File: config.mk
export PLATFORM = sky130hd
export DESIGN_NAME = rgb_led_arbiter
export DESIGN_NICKNAME = d
export VERILOG_FILES = /design/src/rtl/rgb_led_arbiter.sv
export SDC_FILE = /design/constraint.sdc
export NUM_CORES = 1
export LEC_CHECK = 0
export ABC_AREA = 1
export CORE_MARGIN = 5
export CORE_UTILIZATION = 50
export DETAILED_ROUTE_END_ITERATION = 6
export GPL_TIMING_DRIVEN = 1
export PLACE_DENSITY = 0.75
export SLEW_MARGIN = 5
export SYNTH_ARGS = -nofsm -noshare
export SYNTH_HDL_FRONTEND = slang
export SYNTH_SLANG_ARGS = --single-unit
File: constraint.sdc
create_clock -name clk -period 2.93 [get_ports clk]
set_clock_uncertainty 0.2 [all_clocks]
set_input_delay 0.586 -clock clk [delete_from_list [all_inputs] [get_ports clk]]
set_output_delay 0.586 -clock clk [all_outputs]
set_load 0.05 [all_outputs]
File: src/rtl/rgb_led_arbiter.sv
// Fixed-priority arbiter with a minimum grant hold, sharing one RGB LED driver among three
// requesters. The granted colour drives three PWM channels whose duties update only at a wrap.
module rgb_led_arbiter #(
    parameter int unsigned PWM_BITS   = 8,
    parameter int unsigned HOLD_COUNT = 6000000
) (
    input  logic                  clk,
    input  logic                  rst,
    input  logic [2:0]            req,
    input  logic [3*PWM_BITS-1:0] color0,
    input  logic [3*PWM_BITS-1:0] color1,
    input  logic [3*PWM_BITS-1:0] color2,
    output logic [2:0]            grant,
    output logic                  busy,
    output logic                  rgb0_pwm,
    output logic                  rgb1_pwm,
    output logic                  rgb2_pwm
);

    localparam int unsigned       HOLD_W    = (HOLD_COUNT > 1) ? $clog2(HOLD_COUNT) : 1;
    localparam logic [HOLD_W-1:0] HOLD_INIT = HOLD_W'(HOLD_COUNT - 1);

    typedef enum logic [0:0] {StIdle, StActive} state_e;

    state_e                     state_q, state_d;
    logic [2:0]                 grant_q, grant_d;
    logic [HOLD_W-1:0]          hold_q, hold_d;
    logic [2:0]                 higher;
    logic [3*PWM_BITS-1:0]      color_q, color_d;
    logic [PWM_BITS-1:0]        pwm_cnt_q;
    logic [2:0][PWM_BITS-1:0]   duty_q, duty_d;
    logic [2:0]                 pwm_q, pwm_d;

    // Isolate the lowest set bit, i.e. the highest-priority requester.
    function automatic logic [2:0] pick_low(input logic [2:0] v);
        return v & (~v + 3'd1);
    endfunction

    always_ff @(posedge clk) begin
        if (rst) begin
            state_q <= StIdle;
            grant_q <= '0;
            hold_q  <= '0;
        end else begin
            state_q <= state_d;
            grant_q <= grant_d;
            hold_q  <= hold_d;
        end
    end

    always_comb begin
        state_d = state_q;
        grant_d = grant_q;
        hold_d  = hold_q;
        // Requesters with a lower index than the current grant outrank it.
        higher  = req & (grant_q - 3'd1);
        unique case (state_q)
            StIdle: begin
                if (|req) begin
                    state_d = StActive;
                    grant_d = pick_low(req);
                    hold_d  = HOLD_INIT;
                end
            end
            StActive: begin
                if (hold_q != '0) begin
                    hold_d = hold_q - HOLD_W'(1);
                end else if (|higher) begin
                    grant_d = pick_low(higher);
                    hold_d  = HOLD_INIT;
                end else if (!(|(req & grant_q))) begin
                    if (|req) begin
                        grant_d = pick_low(req);
                        hold_d  = HOLD_INIT;
                    end else begin
                        state_d = StIdle;
                        grant_d = '0;
                    end
                end
            end
            default: begin
                state_d = StIdle;
                grant_d = '0;
                hold_d  = '0;
            end
        endcase
    end

    always_comb begin
        grant = grant_q;
        busy  = |grant_q;
    end

    // Latch follows the requester being granted at this edge, so the grant cycle is captured.
    always_comb begin
        color_d = color_q;
        if (grant_d[0] && req[0]) begin
            color_d = color0;
        end else if (grant_d[1] && req[1]) begin
            color_d = color1;
        end else if (grant_d[2] && req[2]) begin
            color_d = color2;
        end
    end

    always_comb begin
        duty_d = duty_q;
        if (pwm_cnt_q == '1) begin
            duty_d = (state_q == StActive) ? color_q : '0;
        end
        for (int i = 0; i < 3; i++) begin
            pwm_d[i] = pwm_cnt_q < duty_q[i];
        end
    end

    always_ff @(posedge clk) begin
        if (rst) begin
            color_q   <= '0;
            pwm_cnt_q <= '0;
            duty_q    <= '0;
            pwm_q     <= '0;
        end else begin
            color_q   <= color_d;
            pwm_cnt_q <= pwm_cnt_q + PWM_BITS'(1);
            duty_q    <= duty_d;
            pwm_q     <= pwm_d;
        end
    end

    assign rgb0_pwm = pwm_q[0];
    assign rgb1_pwm = pwm_q[1];
    assign rgb2_pwm = pwm_q[2];

endmodule

==> results of run 1 <==
how the worst max path moves through the flow:
stage | endpoint | slack (ns) | cells after the start
6_report | busy | 0.25 | 4
5_1_grt | color_q[21]$_SDFFE_PP0P_ | 0.08 | 17
4_1_cts | busy | 0.23 | 4
3_5_place_dp | color_q[5]$_SDFFE_PP0P_ | 0.06 | 15
3_3_place_gp | color_q[1]$_SDFFE_PP0P_ | 0.14 | 12
2_1_floorplan | color_q[10]$_SDFFE_PP0P_ | 0.33 | 18
flip-flops by register name, indices dropped and copies added, names as in the netlist:
name,flops
color_q,24
duty_q,24
grant,3
hold_q,23
pwm_cnt_q,8
pwm_q,3
state_q,1
cell usage in the layout, fill, tap and decap left out, drive strengths merged:
cell           synthesis  layout
a221oi                 5       5
nand2                184     184
a311oi                 1       1
nand3b                24      24
clkdlybuf4s50          0      83
o21a                   3       3
o211ai                 5       5
o221a                  1       1
nor4                   1       1
nor3b                  1       1
xnor2                  3       3
nand3                 52      52
o31ai                  1       1
nand4                 28      28
and2                   1       1
xor2                   1       1
buf                   28      12
o311ai                 1       1
a21oi                 82      82
clkbuf                14      11
bufinv                 0       2
o21ai                 23      23
dfxtp                 86      86
ha                    26      26
nor3                   9       9
a211oi                25      25
clkinv                 2       4
a31oi                  7       7
nor2                  46      46
o21bai                 1       1
inv                  136     136
cell usage after synthesis (8+ instances only):
| library cell | instances | area share, % |
|---|---|---|
| a211oi_1 | 25 | 3.3 |
| a21oi_1 | 62 | 5.5 |
| a21oi_2 | 20 | 3.1 |
| buf_2 | 13 | 1.2 |
| clkbuf_1 | 14 | 0.94 |
| dfxtp_1 | 86 | 31 |
| ha_1 | 26 | 5.8 |
| inv_1 | 133 | 8.9 |
| nand2_1 | 175 | 12 |
| nand3_1 | 29 | 2.6 |
| nand3_2 | 21 | 3.7 |
| nand3b_1 | 24 | 3.2 |
| nand4_1 | 28 | 3.1 |
| nor2_1 | 33 | 2.2 |
| nor2_2 | 8 | 0.89 |
| nor3_1 | 9 | 0.80 |
| o21ai_0 | 21 | 1.9 |
power groups by stage:
stage | sequential [mW] | clock (mW) | combinational [mW]
6_report | 1.30 | 1.23 | 0.689
5_1_grt | 1.31 | 1.30 | 0.772
3_3_place_gp | 1.32 | 0 | 0.669
3_5_place_dp | 1.32 | 0 | 0.686
2_1_floorplan | 1.33 | 0 | 0.476
4_1_cts | 1.30 | 1.25 | 0.691
metrics by stage:
stage	area, um2	setup slack [ns]	cells	hold WS, ns	power (mW)
floorplan	5620	0.330	797	0.238	1.81
global placement	6500	0.143	990	0.256	1.99
detailed placement	6500	0.0643	990	0.252	2.01
CTS	6830	0.233	1005	0.265	3.24
global route	6830	0.0752	1005	0.285	3.38
finish	6830	0.253	1005	0.262	3.22
logic make-up after synthesis:
family                   share of synthesized area [%]
XOR/XNOR                                         0.624
AND/OR/NAND/NOR                                   31.4
flip-flops                                        30.6
AO/OA/AOI/OAI                                     17.4
buffers and inverters                             14.1
adder cells (fa/ha/maj)                           5.79
layer usage:
layer,wire length [um],vias up,GRT usage (%),part of all wire (%)
met5,0,-,0,0
met4,191,0,5.65,1.4
met3,702,17,3.97,5.3
met2,5940,159,31.6,44
met1,6530,2374,28.8,49
li1,-,2739,-,-
worst reg2reg max path: cells and delay by family, from the launching register on:
kind                       cells  cell delay (ns)
and+or+nand+nor                9             0.89
buffers and inverters          5             0.61
DFF                            1             0.37
adders and majority gates      1             0.30
AOI/OAI and AO/OA              2             0.15
layout make-up:
cell class,count,share of cell area (%)
clock buffers,11,3.70
repair buffers,95,14.4
multi-input cells,531,45.5
well taps,140,2.57
clock inverters,4,1.03
inverters,138,7.61
flip-flops and latches,86,25.2
==> qor.csv, run 1 <==
metric,value,unit
Reg2Reg Capture Point,color_q[5]$_SDFFE_PP0P_,
"Core Util, Final",62.4,%
fin crit period,2.68,ns
Total Routing Usage GR,20.3,%
post-synthesis sequential area ratio,30.6,%
CTS Sinks,86,
status,finished clean,
worst hold endpoint,duty_q[8]$_SDFFE_PP0N_,
clk slew on worst S/H paths,0.06,ns
setup_tns,0,ns
vias in the first global route,4906,
footprint of the multi-input gates,0.00310,mm2
Syn Inst Count,797,
HP Class,flip-flop to flip-flop,
pin count of the biggest net entering global routing,49,
switch share,27.7,%
R2R Setup Slk,0.32,ns
GP Congestion,0.904,
I/O Pins,84,
worst-margin pin slew,0.640,ns
final HPWL from detailed placement,9800,um
CP peak stage delay,0.79,ns
clock tree root driver cell,clkbuf_16,
Worst path top cell family by delay,buffers and inverters,
total core area,0.0109,mm2
combinational share of power,21.4,%
cell internal pwr,2.33,mW
Pwr Density,472,mW/mm2
Iter 0 DRT Violations,366,
Die Ht,116,um
# rows,38,
fraction of layout cells with a size suffix above 1,11.2,%
area growth from synthesis to layout,21.5,%
Netlist cell types,44,
Post-CTS Hold Buffers,0,
# DRC,0,
clock share of power,38.2,%
routed len/inst,13.3,um
"Clk Latency, worst-skew pair",0.33,ns
Slew HR,57.3,%
#FFs+latches synth,86,
Die W,116,um
crit path DAT,1.89,ns
number of synthesized flops with an enable pin,0,
total CTS buffers,9,
Pins Over Slew Limit,0,
R2R depth,17,
WS Path Type,flip-flop to primary output,
Post-CTS Resized,0,
CTS tree,built,
RSZ-0062 raised after global routing,no,
Antenna Nets Post-Route,0,
H-tree levels,3,
Synth Net Count,900,
P_sw,0.891,mW
crit path launch type,flip-flop,
Max IR drop VDD,0.266,mV
Syn Area/Cell,7.05,um2
Starting Density,51.4,%
total gr overflow,0,
1st-pass router iterations,6,
initial antenna violation count,0,
"Slowest-stage cell, CP",clkdlybuf4s50_1,
reg2reg start,grant[1]$_SDFF_PP0_,
required time of the critical path,2.14,ns
Max-cap violations,0,
setup violators final,0,
Static Leak,3.08,nW
Worst Path Buf+Inv,2,
period utilization,91.4,%
Post-Syn Area,0.00562,mm2
"FFs w/ async S/R, synth",0,%
Ant. Diodes,0,
Ys Warns,0,
die area,0.0135,mm2
Flop pwr share,40.4,%
first-pass GRT wire length,22600,um
FILL cells,966,
hold path cells,2,
Worst Setup SP,grant[1]$_SDFF_PP0_,
fmax,0.374,GHz
Port-buffer cells,83,
Max clock buf depth,2,
beginning of the worst hold path,duty_q[8]$_SDFFE_PP0N_,
Layout Nets,964,
post-CTS setup repair buffer count,0,
most common flop cell mapped by yosys,dfxtp_1,
area occupied by registers,0.00172,mm2
WL final,13400,um
Setup crit end kind,primary output,
via count,5289,
CP cell instances,inv_1 -> ha_1 -> nand2_1 -> clkdlybuf4s50_1,
"Hold Vio Cnt, Final",0,
worst-path fanout max,6,
vias per cell,5.26,
Power figures use the tool's default switching activity.
==> run 2, diff against run 1 <==
==> constraint.sdc (replaced) <==
create_clock -name clk -period 3.4 [get_ports clk]
set_clock_uncertainty 0.2 [all_clocks]
set_input_delay 0.68 -clock clk [delete_from_list [all_inputs] [get_ports clk]]
set_output_delay 0.68 -clock clk [all_outputs]
set_load 0.05 [all_outputs]
==> run 2 against run 1 <==
Effect of this change: routed wire length is 0.22% lower; utilization is 0.59 points lower; clock power is 17% lower; cell area is 0.95% lower; worst hold slack better by 0.0075 ns; largest cell class unchanged; highest routed layer unchanged.
==> qor.csv, run 2 (synthesis gave the netlist of run 1 again) <==
metric,value,unit
status,finished clean,
# DRC,0,
"commonest non-fill, non-tap cell in the layout",nand2_1,
RSZ-0062 raised after global routing,no,
Max-cap violations,0,
HP Class,flip-flop to flip-flop,
total core area,0.0109,mm2
final HPWL from detailed placement,9830,um
"Clk Latency, worst-skew pair",0.34,ns
Largest regs,"color_q: 24 flops, duty_q: 24 flops, hold_q: 23 flops",
Post-CTS Hold Buffers,0,
crit path DAT,1.93,ns
total gr overflow,0,
Post-CTS Resized,0,
fmax,0.356,GHz
"Hold Vio Cnt, Final",0,
H-tree levels,3,
Pwr Density,403,mW/mm2
area growth from synthesis to layout,20.3,%
WHS,0.269,ns
fraction of layout cells with a size suffix above 1,11.1,%
via count,5273,
required time of the critical path,2.52,ns
Static Leak,3.04,nW
vias per cell,5.25,
setup_tns,0,ns
Iter 0 DRT Violations,318,
worst-margin pin slew,1.22,ns
# rows,38,
Setup crit end kind,primary output,
Area after DPL,0.00645,mm2
1st-pass router iterations,7,
WS Path Type,flip-flop to primary output,
period utilization,82.6,%
die area,0.0135,mm2
design area,0.00676,mm2
Starting Density,51.4,%
CTS Sinks,86,
Pins Over Slew Limit,0,
Max IR drop VDD,0.212,mV
Ant. Diodes,0,
total CTS buffers,9,
routed len/inst,13.3,um
Max clock buf depth,2,
DP Worst Slack,0.266,ns
"Slowest-stage cell, CP",clkdlybuf4s50_1,
CP cell instances,inv_1 -> ha_1 -> nand2_1 -> clkdlybuf4s50_1,
total power,2.73,mW
Die W,116,um
Slew HR,18.5,%
Layout Nets,962,
CTS tree,built,
fin crit period,2.81,ns
Total Routing Usage GR,20.4,%
initial antenna violation count,0,
clock tree root driver cell,clkbuf_16,
"leading cell types in the layout, fill and taps excluded","nand2_1 (175), inv_1 (133), dfxtp_1 (86)",
Die Ht,116,um
WL final,13300,um
post-CTS setup repair buffer count,0,
setup violators final,0,
worst-path fanout max,6,
Port-buffer cells,83,
GP Congestion,0.948,
CP peak stage delay,0.80,ns
I/O Pins,84,
crit path launch type,flip-flop,
Final WS setup,0.591,ns
first-pass GRT wire length,22500,um
Antenna Nets Post-Route,0,
vias in the first global route,5004,
clk slew on worst S/H paths,0.07,ns
pin count of the biggest net entering global routing,49,
run 2: changes by cell type in the layout (fill, tap and decap cells not counted):
cell	delta
clkinvlp_4	+3
clkinv_2	-1
bufinv_16	-1
buf_12	-3
buf_4	+1
run 2: where the power goes:
part           total [mW]  switching (mW)  internal [mW]
clock                1.02           0.411          0.608
sequential           1.12          0.0515           1.07
combinational       0.586           0.333          0.253
run 2: stage by stage:
| stage | instances | util [%] |
|---|---|---|
| floorplan | 797 | - |
| global placement | 988 | 59.0 |
| detailed placement | 988 | 59.0 |
| CTS | 1004 | 61.8 |
| global route | 1004 | 61.8 |
| finish | 1004 | 61.8 |
run 2: critical path: cells and delay by family (launching register included):
family	cells	cell delay, ns
DFF	1	0.38
and+or+nand+nor	1	0.07
buffers and inverters	2	0.94
adders and majority gates	1	0.20
run 2: worst paths after layout:
kind                                               from                       to  slack [ns]  depth (start not counted)
worst min register to register  duty_q[15]$_SDFFE_PP0N_  duty_q[15]$_SDFFE_PP0N_        0.27                          2
worst max register to register  pwm_cnt_q[0]$_SDFF_PP0_  duty_q[15]$_SDFFE_PP0N_        0.72                         10
worst max-delay path                grant[1]$_SDFF_PP0_                     busy        0.59                          4
worst min-delay path            duty_q[15]$_SDFFE_PP0N_  duty_q[15]$_SDFFE_PP0N_        0.27                          2
run 2: layout make-up:
cell class                 count  area (um2)
tap                          140         175
fill                         980        4170
multi-input combinational    531        3100
inverter                     138         519
timing repair buffer          93         931
clock inverter                 5        57.6
clock buffer                  11         253
sequential                    86        1720
run 2: layer usage:
layer  global-route usage (%)  up-vias  part of all wire [%]
met1                     28.6     2382                    48
li1                         -     2729                     -
met3                     3.24        9                   5.7
met4                     6.65        0                   1.2
met2                     32.0      153                    45
met5                        0        -                     0
==> run 3, diff against run 2 <==
--- a/config.mk
+++ b/config.mk
@@ -10,7 +10,7 @@
 export CORE_UTILIZATION = 50
 export DETAILED_ROUTE_END_ITERATION = 6
 export GPL_TIMING_DRIVEN = 1
-export PLACE_DENSITY = 0.75
+export PLACE_DENSITY = 0.78
 export SLEW_MARGIN = 5
 export SYNTH_ARGS = -nofsm -noshare
 export SYNTH_HDL_FRONTEND = slang
==> constraint.sdc (replaced) <==
create_clock -name clk -period 2.5 [get_ports clk]
set_clock_uncertainty 0.2 [all_clocks]
set_input_delay 0.5 -clock clk [delete_from_list [all_inputs] [get_ports clk]]
set_output_delay 0.5 -clock clk [all_outputs]
set_load 0.05 [all_outputs]
==> run 3 against run 2 <==
Effect of this change: register-to-register slack got worse by 0.60 ns; sequential share of layout area fell by 1.2 points; utilization rose by 3.1 points; critical path depth rose by 13; global-route usage fell by 0.063 points; clock power rose by 23%.
==> qor.csv, run 3 (synthesis gave the netlist of run 1 again) <==
metric,value,unit
clock share of power,34.2,%
CTS Sinks,86,
cell internal pwr,2.57,mW
fmax,0.420,GHz
Final WS setup,0.121,ns
I/O Pins,84,
period utilization,95.2,%
# rows,38,
1st-pass router iterations,5,
Max clock buf depth,2,
clock tree root driver cell,clkbuf_16,
"most used cell, CP",nand2_1,
Reg2Reg Capture Point,color_q[21]$_SDFFE_PP0P_,
area growth from synthesis to layout,26.4,%
setup violators final,0,
R2R Setup Slk,0.12,ns
Die Ht,116,um
crit path launch type,flip-flop,
crit path DAT,2.45,ns
Flop pwr share,41.6,%
Iter 0 DRT Violations,463,
"commonest non-fill, non-tap cell in the layout",nand2_1,
fin crit period,2.38,ns
total gr overflow,0,
CP cell instances,inv_1 -> ha_4 -> inv_2 -> nand2_1 -> nand2_1 -> inv_2 -> nand2_2 -> nor2_4 -> o21ai_2 -> nand2_1 -> nand2_2 -> nand2_4 -> buf_4 -> nand3_4 -> nand2_1 -> inv_1 -> a21oi_2,
Antenna Nets Post-Route,0,
WS Path Type,flip-flop to flip-flop,
final HPWL from detailed placement,9630,um
Starting Density,51.4,%
"Clk Latency, worst-skew pair",0.34,ns
initial antenna violation count,0,
status,finished clean,
vias in the first global route,4659,
Ant. Diodes,0,
pin count of the biggest net entering global routing,49,
"Hold Vio Cnt, Final",0,
DP Worst Slack,-0.197,ns
die area,0.0135,mm2
Largest regs,"color_q: 24 flops, duty_q: 24 flops, hold_q: 23 flops",
switch share,29.7,%
total core area,0.0109,mm2
Worst Setup SP,grant[1]$_SDFF_PP0_,
Max-cap violations,0,
CTS tree,built,
required time of the critical path,2.57,ns
routed len/inst,13.4,um
Port-buffer cells,83,
"leading cell types in the layout, fill and taps excluded","nand2_1 (174), inv_1 (130), dfxtp_1 (84)",
Max IR drop VDD,0.386,mV
Setup crit end kind,flip-flop,
vias per cell,5.23,
Total Routing Usage GR,20.3,%
clk slew on worst S/H paths,0.06,ns
R2R depth,17,
total CTS buffers,9,
P_sw,1.09,mW
Die W,116,um
HP Class,flip-flop to flip-flop,
Pwr Density,516,mW/mm2
first-pass GRT wire length,22300,um
combinational share of power,24.2,%
Slew HR,60.9,%
H-tree levels,3,
Static Leak,3.22,nW
via count,5388,
worst-path fanout max,6,
GP Congestion,0.862,
Critical path destination,color_q[21]$_SDFFE_PP0P_,
hold path cells,2,
reg2reg start,grant[1]$_SDFF_PP0_,
fraction of layout cells with a size suffix above 1,15.4,%
"Slowest-stage cell, CP",dfxtp_2,
WL final,13800,um
worst-margin pin slew,0.586,ns
Pins Over Slew Limit,0,
# DRC,0,
CP peak stage delay,0.35,ns
Layout Nets,990,
"Core Util, Final",65.0,%
run 3: cell types whose count changed in the layout (fill, tap and decap cells not counted), sizes merged:
cell           change
buf               +27
bufinv             -1
clkbuf             +1
clkdlybuf4s50      -2
clkinv             +1
clkinvlp           -2
inv                +1
nand3              +2
run 3: cell type report:
class                      instances  area (um2)
clock buffer                      11         253
clock inverter                     4        22.5
multi-input combinational        533        3190
timing repair buffer             119        1210
inverter                         138         520
tap                              140         175
sequential                        86        1720
fill                             975        3830
run 3: metal layers:
layer / wire (um) / up-vias / GRT usage [%]
met1: 6470 / 2391 / 29.7
met2: 6170 / 188 / 29.9
met3: 1060 / 8 / 5.01
met4: 125 / 0 / 5.10
li1: - / 2801 / -
met5: 0 / - / 0
run 3: power groups by stage:
stage / Clock [mW] / Sequential, mW / Combinational, mW
2_1_floorplan: 0 / 1.56 / 0.558
3_3_place_gp: 0 / 1.55 / 0.819
3_5_place_dp: 0 / 1.55 / 0.831
4_1_cts: 1.28 / 1.52 / 0.836
5_1_grt: 1.33 / 1.53 / 0.985
6_report: 1.25 / 1.52 / 0.885
run 3: metrics by stage:
step,hold WS [ns],power [mW],setup TNS [ns],cell area [um2],instances
after floorplan,0.238,2.12,0,5620,797
after global placement,0.256,2.37,-4.15,6660,1008
after detailed placement,0.259,2.38,-4.44,6660,1008
after CTS,0.275,3.64,0,6930,1023
after global routing,0.289,3.85,-0.0695,7100,1031
final,0.269,3.66,0,7100,1031
run 3: worst min-delay path by stage:
stage / start / to / slack (ns)
after floorplan: duty_q[0]$_SDFFE_PP0N_ / duty_q[0]$_SDFFE_PP0N_ / 0.24
after global placement: duty_q[9]$_SDFFE_PP0N_ / duty_q[9]$_SDFFE_PP0N_ / 0.26
after detailed placement: duty_q[14]$_SDFFE_PP0N_ / duty_q[14]$_SDFFE_PP0N_ / 0.26
after CTS: duty_q[9]$_SDFFE_PP0N_ / duty_q[9]$_SDFFE_PP0N_ / 0.28
after global routing: duty_q[16]$_SDFFE_PP0N_ / duty_q[16]$_SDFFE_PP0N_ / 0.29
final: duty_q[6]$_SDFFE_PP0N_ / duty_q[6]$_SDFFE_PP0N_ / 0.27
run 3: critical path: cells and delay by family (launching register included):
family | cells | cell delay [ns]
simple gates | 9 | 0.87
buf+inv | 5 | 0.43
flops | 1 | 0.35
fa+ha+maj | 1 | 0.28
compound gates | 2 | 0.17
run 3: what timing repair did:
action | CTS | global route
endpoints found under the hold margin | 0 | 0
hold buffers | 0 | 0
setup endpoints to repair | 0 | 30
buffers inserted | 0 | 5
gates resized for setup | 0 | 19
